### config.mk
export PLATFORM = sky130hd
export DESIGN_NAME = pc_sequencer_flat
export DESIGN_NICKNAME = d
export VERILOG_FILES = /design/src/rtl/pc_sequencer_if.sv /design/src/rtl/pc_sequencer.sv /design/src/flat_wrapper.sv
export SDC_FILE = /design/constraint.sdc
export NUM_CORES = 1
export LEC_CHECK = 0
export ABC_AREA = 1
export ABC_CLOCK_PERIOD_IN_PS = 8000
export CAP_MARGIN = 20
export CORE_MARGIN = 2
export CORE_UTILIZATION = 35
export DETAILED_ROUTE_END_ITERATION = 10
export SLEW_MARGIN = 10
export SYNTH_ARGS = -nofsm -noshare
export SYNTH_HDL_FRONTEND = slang
export SYNTH_SLANG_ARGS = --single-unit
### constraint.sdc
create_clock -name clk -period 8 [get_ports clk]
set_clock_uncertainty 0.1 [all_clocks]
set_input_delay 2 -clock clk [delete_from_list [all_inputs] [get_ports clk]]
set_output_delay 2 -clock clk [all_outputs]
set_load 0.03 [all_outputs]
### src/rtl/pc_sequencer_if.sv
// Request/response bundle between the decode/control logic and the
// program-counter sequencer. The master drives the requests and the slave
// (the sequencer) returns the fetch address and the RAS status.
interface pc_sequencer_if #(
    parameter int PC_WIDTH  = 8,
    parameter int RAS_DEPTH = 4
);
    localparam int CNT_W = $clog2(RAS_DEPTH) + 1;

    logic                stall;
    logic                branch_taken;
    logic [PC_WIDTH-1:0] branch_offset;
    logic                jump_valid;
    logic                call;
    logic                ret;
    logic [PC_WIDTH-1:0] jump_target;
    logic [PC_WIDTH-1:0] pc;
    logic [PC_WIDTH-1:0] pc_next;
    logic [CNT_W-1:0]    ras_count;
    logic                ras_overflow;
    logic                ras_underflow;

    modport master (
        output stall, branch_taken, branch_offset, jump_valid, call, ret, jump_target,
        input  pc, pc_next, ras_count, ras_overflow, ras_underflow
    );

    modport slave (
        input  stall, branch_taken, branch_offset, jump_valid, call, ret, jump_target,
        output pc, pc_next, ras_count, ras_overflow, ras_underflow
    );
endinterface

### src/rtl/pc_sequencer.sv
// Parametrised fetch program counter with stall, signed relative branches,
// absolute jumps and call/return through a small circular return-address
// stack. pc is registered; pc_next is the value it takes at the next edge.
module pc_sequencer #(
    parameter int                     PC_WIDTH  = 8,
    parameter int                     RAS_DEPTH = 4,
    parameter logic [PC_WIDTH-1:0]    RESET_PC  = '0
) (
    input  logic                clk,
    input  logic                rst_n,
    pc_sequencer_if.slave       io_bus
);
    localparam int PTR_W = $clog2(RAS_DEPTH);
    localparam int CNT_W = PTR_W + 1;
    localparam logic [CNT_W-1:0] CNT_FULL = CNT_W'(RAS_DEPTH);

    logic [PC_WIDTH-1:0] r_pc;
    logic [PC_WIDTH-1:0] r_ras [RAS_DEPTH];
    logic [PTR_W-1:0]    r_tp;
    logic [CNT_W-1:0]    r_count;
    logic                r_overflow;
    logic                r_underflow;

    logic [PC_WIDTH-1:0] w_pc_inc;
    logic [PC_WIDTH-1:0] w_pc_next;
    logic                w_ras_empty;
    logic                w_ras_full;
    logic                w_push;
    logic                w_pop;
    logic                w_overflow;
    logic                w_underflow;

    assign w_pc_inc    = r_pc + PC_WIDTH'(1);
    assign w_ras_empty = (r_count == {CNT_W{1'b0}});
    assign w_ras_full  = (r_count == CNT_FULL);

    // Next-PC and RAS action selection, highest priority request wins.
    always_comb begin
        w_pc_next   = w_pc_inc;
        w_push      = 1'b0;
        w_pop       = 1'b0;
        w_overflow  = 1'b0;
        w_underflow = 1'b0;
        if (io_bus.stall) begin
            w_pc_next = r_pc;
        end else if (io_bus.ret) begin
            if (!w_ras_empty) begin
                w_pc_next = r_ras[r_tp];
                w_pop     = 1'b1;
            end else begin
                w_pc_next   = w_pc_inc;
                w_underflow = 1'b1;
            end
        end else if (io_bus.call) begin
            w_pc_next  = io_bus.jump_target;
            w_push     = 1'b1;
            w_overflow = w_ras_full;
        end else if (io_bus.jump_valid) begin
            w_pc_next = io_bus.jump_target;
        end else if (io_bus.branch_taken) begin
            // Unsigned add wraps identically to a signed offset in two's complement.
            w_pc_next = w_pc_inc + io_bus.branch_offset;
        end else begin
            w_pc_next = w_pc_inc;
        end
    end

    // PC register and error pulses.
    always_ff @(posedge clk or negedge rst_n) begin
        if (!rst_n) begin
            r_pc        <= RESET_PC;
            r_overflow  <= 1'b0;
            r_underflow <= 1'b0;
        end else begin
            r_pc        <= w_pc_next;
            r_overflow  <= w_overflow;
            r_underflow <= w_underflow;
        end
    end

    // Return-address stack: circular buffer, full pushes overwrite the oldest entry.
    always_ff @(posedge clk or negedge rst_n) begin
        if (!rst_n) begin
            r_tp    <= {PTR_W{1'b0}};
            r_count <= {CNT_W{1'b0}};
            for (int i = 0; i < RAS_DEPTH; i++) begin
                r_ras[i] <= {PC_WIDTH{1'b0}};
            end
        end else if (w_push) begin
            r_ras[r_tp + PTR_W'(1)] <= w_pc_inc;
            r_tp                    <= r_tp + PTR_W'(1);
            if (!w_ras_full) begin
                r_count <= r_count + CNT_W'(1);
            end else begin
                r_count <= r_count;
            end
        end else if (w_pop) begin
            r_tp    <= r_tp - PTR_W'(1);
            r_count <= r_count - CNT_W'(1);
        end else begin
            r_tp    <= r_tp;
            r_count <= r_count;
        end
    end

    assign io_bus.pc            = r_pc;
    assign io_bus.pc_next       = w_pc_next;
    assign io_bus.ras_count     = r_count;
    assign io_bus.ras_overflow  = r_overflow;
    assign io_bus.ras_underflow = r_underflow;
endmodule

### src/flat_wrapper.sv
// flat-port wrapper written by rule: the top's interface ports become plain ports
module pc_sequencer_flat 
#(
    parameter int                     PC_WIDTH  = 8,
    parameter int                     RAS_DEPTH = 4,
    parameter logic [PC_WIDTH-1:0]    RESET_PC  = '0
)
  (clk, rst_n, io_bus_stall, io_bus_branch_taken, io_bus_branch_offset, io_bus_jump_valid, io_bus_call, io_bus_ret, io_bus_jump_target, io_bus_pc, io_bus_pc_next, io_bus_ras_count, io_bus_ras_overflow, io_bus_ras_underflow);
  pc_sequencer_if #(.PC_WIDTH(PC_WIDTH), .RAS_DEPTH(RAS_DEPTH)) io_bus_i ();
  input  logic clk;
  input  logic rst_n;
  input wire logic [$bits(io_bus_i.stall)-1:0] io_bus_stall;
  input wire logic [$bits(io_bus_i.branch_taken)-1:0] io_bus_branch_taken;
  input wire logic [$bits(io_bus_i.branch_offset)-1:0] io_bus_branch_offset;
  input wire logic [$bits(io_bus_i.jump_valid)-1:0] io_bus_jump_valid;
  input wire logic [$bits(io_bus_i.call)-1:0] io_bus_call;
  input wire logic [$bits(io_bus_i.ret)-1:0] io_bus_ret;
  input wire logic [$bits(io_bus_i.jump_target)-1:0] io_bus_jump_target;
  output wire logic [$bits(io_bus_i.pc)-1:0] io_bus_pc;
  output wire logic [$bits(io_bus_i.pc_next)-1:0] io_bus_pc_next;
  output wire logic [$bits(io_bus_i.ras_count)-1:0] io_bus_ras_count;
  output wire logic [$bits(io_bus_i.ras_overflow)-1:0] io_bus_ras_overflow;
  output wire logic [$bits(io_bus_i.ras_underflow)-1:0] io_bus_ras_underflow;
  assign io_bus_i.stall = io_bus_stall;
  assign io_bus_i.branch_taken = io_bus_branch_taken;
  assign io_bus_i.branch_offset = io_bus_branch_offset;
  assign io_bus_i.jump_valid = io_bus_jump_valid;
  assign io_bus_i.call = io_bus_call;
  assign io_bus_i.ret = io_bus_ret;
  assign io_bus_i.jump_target = io_bus_jump_target;
  assign io_bus_pc = io_bus_i.pc;
  assign io_bus_pc_next = io_bus_i.pc_next;
  assign io_bus_ras_count = io_bus_i.ras_count;
  assign io_bus_ras_overflow = io_bus_i.ras_overflow;
  assign io_bus_ras_underflow = io_bus_i.ras_underflow;
  pc_sequencer #(.PC_WIDTH(PC_WIDTH), .RAS_DEPTH(RAS_DEPTH), .RESET_PC(RESET_PC)) u_core (.clk(clk), .rst_n(rst_n), .io_bus(io_bus_i));
endmodule
==> summary by stage <==
Pwr
The worst-case vdd ir drop is around 150 µV. The switching power of the nets is about 0.6 mW. Of the total power, the share spent switching nets is 0.4720. Overall power consumption after layout is estimated at around 1.3 mW. The proportion of power drawn by the clock network is 0.111. The static power due to leakage is approximately 1.6 nW. The cell-internal power is around 0.67 mW. The fraction of power consumed by combinational cells is 0.541.

The power density relative to cell area is between 300 and 400 mW/mm². Of the total power, registers draw 0.348.

Route
The routed layout has 2,507 vias. Dividing the detail-routed wire length by the instance count gives around 15 µm. Detailed routing placed a total of roughly 3.3 mm of wire on met2. The length of routed wiring on met1 is between 3 and 4 mm. The routed design uses around 410 µm of met3 wire. In this run the top signal layer used is met4. In the routed layout, each cell is associated on average with a via count of between 5 and 6.

After the first detailed-routing iteration, the DRC count stood at between 100 and 150. For this block, the routed nets add up to 7.395 mm of wire. The final antenna-violating net count is 0. The pre-antenna-repair detailed-routing pass consisted of 4 iterations. The post-route DRC violation count is 0.

Placement
The number of buffers inserted by port buffering is 43. The HPWL after detailed placement is 5.435 mm. The routability congestion estimate is between 0.8 and 0.9. The placed cell area is 0.003312 mm².

Setup path
The top fanout value on the critical path is 3. In this design, the stage delay of the slowest critical-path cell is between 0.7 and 0.8 ns. The cell type group with the largest total delay on the critical path is buffers and inverters.

The critical path class is primary input to output port. The worst setup path is launched from a primary input. STA puts the critical path data arrival time at roughly 4.6 ns. The master of the slowest instance on the critical path is clkdlybuf4s50_1. The cell occurring most often along the worst timing path is nand2_1. The critical path goes through clkdlybuf4s50_1, ha_1, fa_1, nand3_1, nand2_1, nand3_1, nand2_1, nand2_1, a21oi_1, o21ai_1, nand2_1, a21oi_1, clkdlybuf4s50_1. STA puts the critical path data required time at around 6 ns. Counting both buffers and inverters, the worst setup path holds a total of 2.

STA classifies the critical path endpoint as an output port.

Timing
Timing would allow up to roughly 150 MHz. Of the available clock period, the critical path in the final layout requires 0.8314. The max-slew violation count was 0. The accumulated negative setup slack is 0 ns. The number of failing hold endpoints at the final stage is 0. Setup repair after global routing left no endpoint under its margin. Setup violations remaining at the end of the flow were counted as 0. Measured against its own limit, the worst slew margin works out to 0.5503. The transition time at the pin with the least slew margin is ~0.67 ns. The clock period minus worst slack is between 6 and 7 ns.

GRT
The number of global-route vias before repair is about 2,500. The overflow left after global routing is 0. The global-route wire length before repair is around 13 mm. Entering global routing, the biggest net connects 48 pins. In the global route stage, overall resource usage came out at 0.1834. The number of antenna violations at the first check in global routing was 0.

Cells and area
For this run, the share of the core covered by cells in the final layout is 0.4420. In the final layout, the share of cells above drive strength 1 is 0.07286. The post-route cell area is between 0.003 and 0.004 mm².

The area overhead of the layout relative to synthesis is 21.77%. The repair_antennas step left the layout with diodes totalling 0. The layout net count is 435.

The number of fill cells in the layout is a little under 800.

CTS
The TritonCTS clock tree is built. The number of buffers inserted during clock tree synthesis is 5. CTS built an H-tree with a depth of 2. The clock tree root driver cell is clkbuf_8. The post-CTS setup buffer count is 0.

Clock latency on the worst-skew pair, taken at its later pin, is 0.30 ns. The number of instances resized during post-cts repair is 0. The longest clock path from root to sink contains 2 buffers. The clock input transition at the sequential cells of the worst setup and hold paths is ~0.08 ns. CTS saw 47 sinks.

The number of hold buffers added after cts is 0.

Floorplanning
The die footprint is roughly 0.009 mm². The area inside the core boundary is slightly below 0.008 mm². From bottom edge to top edge, the die measures between 90 and 100 µm. The floorplan has 32 rows.

The count of pins on the block boundary is 44. The width of the chip is 93.53 µm. The initial utilization of the core area, before any placement, comes to 0.3630.

Synth
The number of nets in the synthesized netlist is ~390. By area the synthesized netlist is led by dfrtp_1 42%, nand2_1 12%, o21ai_0 9.1%, ha_1 5.8%, nor2_1 4.4%. The mapped netlist covers between 0.002 and 0.003 mm². The primary flip-flop cell chosen by synthesis mapping is dfrtp_1. The top cell type by total area after synthesis is dfrtp_1.

The post-synthesis instance total is ~360. The yosys synthesis warning count is 0. The area share of the largest cell type after synthesis is 0.4193. The synthesized flop and latch total is 47. The count of different cell masters after synthesis is 35. The number of flops mapped to enable cells by yosys is 0.

The portion of the post-synthesis area used by sequential elements is 0.4193. The mean instance size in the synthesized netlist is 7.902 µm². The proportion of register bits with asynchronous set or reset after synthesis is 1.000.

Min path
The worst hold path belongs to the class flip-flop to flip-flop.

Run
Max-cap violations in this run came to 0.

Status
The run finished with clean final reports.
## layer usage
layer / up-vias / GRT usage
met2: 66 / 0.2782
met4: 0 / 0.03922
met3: 6 / 0.03304
met5: - / 0
met1: 1178 / 0.2731
li1: 1257 / -
## worst register-to-register path, delay by kind of cell (launching register included)
kind,cells,cell delay [ns]
adders and majority gates,2,0.59
and+or+nand+nor,16,1.36
DFF,1,0.52
buffers and inverters,3,0.18
## kinds of logic after synthesis
| kind of cell | share of synthesized area |
|---|---|
| and+or+nand+nor | 0.2186 |
| AOI/OAI and AO/OA | 0.1855 |
| DFF | 0.4193 |
| buffers and inverters | 0.06467 |
| adders and majority gates | 0.07226 |
| xor gates and xnor gates | 0.02766 |
| muxes | 0.01204 |
## final cells by class
type / instances / area (µm²) / area share
Sequential cell: 47 / 1176 / 0.3443
Multi-Input combinational cell: 264 / 1448 / 0.4238
Tap cell: 102 / 127.6 / 0.03736
Inverter: 34 / 127.6 / 0.03736
Timing Repair Buffer: 45 / 452.9 / 0.1326
Clock buffer: 5 / 68.82 / 0.02015
Clock inverter: 3 / 15.01 / 0.004396
## power groups by stage
stage / Combinational, mW / Sequential (mW) / Clock (mW)
floorplan: 0.436 / 0.458 / 0
global placement: 0.679 / 0.443 / 0
detailed placement: 0.687 / 0.443 / 0
CTS: 0.689 / 0.441 / 0.144
global route: 0.777 / 0.458 / 0.154
finish: 0.686 / 0.441 / 0.140
## Yosys cell counts, types with 3 or more instances
library cell / n
nand2_1: 88
o21ai_0: 51
dfrtp_1: 47
nor2_1: 33
inv_1: 31
a21oi_1: 14
ha_1: 13
nand3_1: 12
o22ai_1: 9
buf_2: 7
o211ai_1: 6
xor2_1: 6
a22oi_1: 3
mux2_2: 3
o21ai_1: 3
## path summary, 6_finish.rpt
path                                               startpoint                            end  slack [ns]  cells after the start
worst max-delay path                  io_bus_branch_offset[0]              io_bus_pc_next[6]        1.35                     13
worst min-delay path             u_core.r_ras[13]$_DFFE_PN0P_   u_core.r_ras[13]$_DFFE_PN0P_        0.39                      2
worst max register to register  u_core.io_bus.pc[0]$_DFF_PN0_  u_core.io_bus.pc[7]$_DFF_PN0_        5.13                     21
worst min register to register   u_core.r_ras[13]$_DFFE_PN0P_   u_core.r_ras[13]$_DFFE_PN0P_        0.39                      2
max in group asynchronous                               rst_n   u_core.r_ras[31]$_DFFE_PN0P_        5.78                      2
min in group asynchronous                               rst_n   u_core.r_ras[26]$_DFFE_PN0P_        1.52                      1
## placed cells by master (no fill, tap or decap), types with 2 or more instances in the layout
cell type,netlist,final
o22ai_1,9,9
a21oi_1,14,14
o21ai_0,51,51
nand3_1,12,12
clkbuf_8,0,5
nand2_2,2,2
nor2_1,33,33
inv_1,31,31
clkdlybuf4s50_1,0,42
nand2_1,88,88
fa_1,2,2
and2_4,2,2
nor2_4,2,2
ha_1,13,13
mux2_2,3,3
or2_2,2,2
dfrtp_1,47,47
xor2_1,6,6
o211ai_1,6,6
a221oi_1,2,2
inv_2,2,2
clkinv_2,0,3
a22oi_1,3,3
o21bai_1,2,2
o21ai_1,3,3
## through the flow
stage                     cells  setup slack, ns  hold WS [ns]
final                       500            1.349        0.3852
after global routing        500            1.115        0.4147
after CTS                   499            1.367        0.3895
after detailed placement    491            1.382        0.3679
after global placement      491            1.381        0.3609
after floorplan             355            2.253        0.3478
## state kept, by name, indices dropped and copies added (netlist names)
register                     flops
u_core.io_bus.pc                 8
u_core.io_bus.ras_count          3
u_core.io_bus.ras_overflow       1
u_core.io_bus.ras_underflow      1
u_core.r_ras                    32
u_core.r_tp                      2
Power figures use the tool's default switching activity.
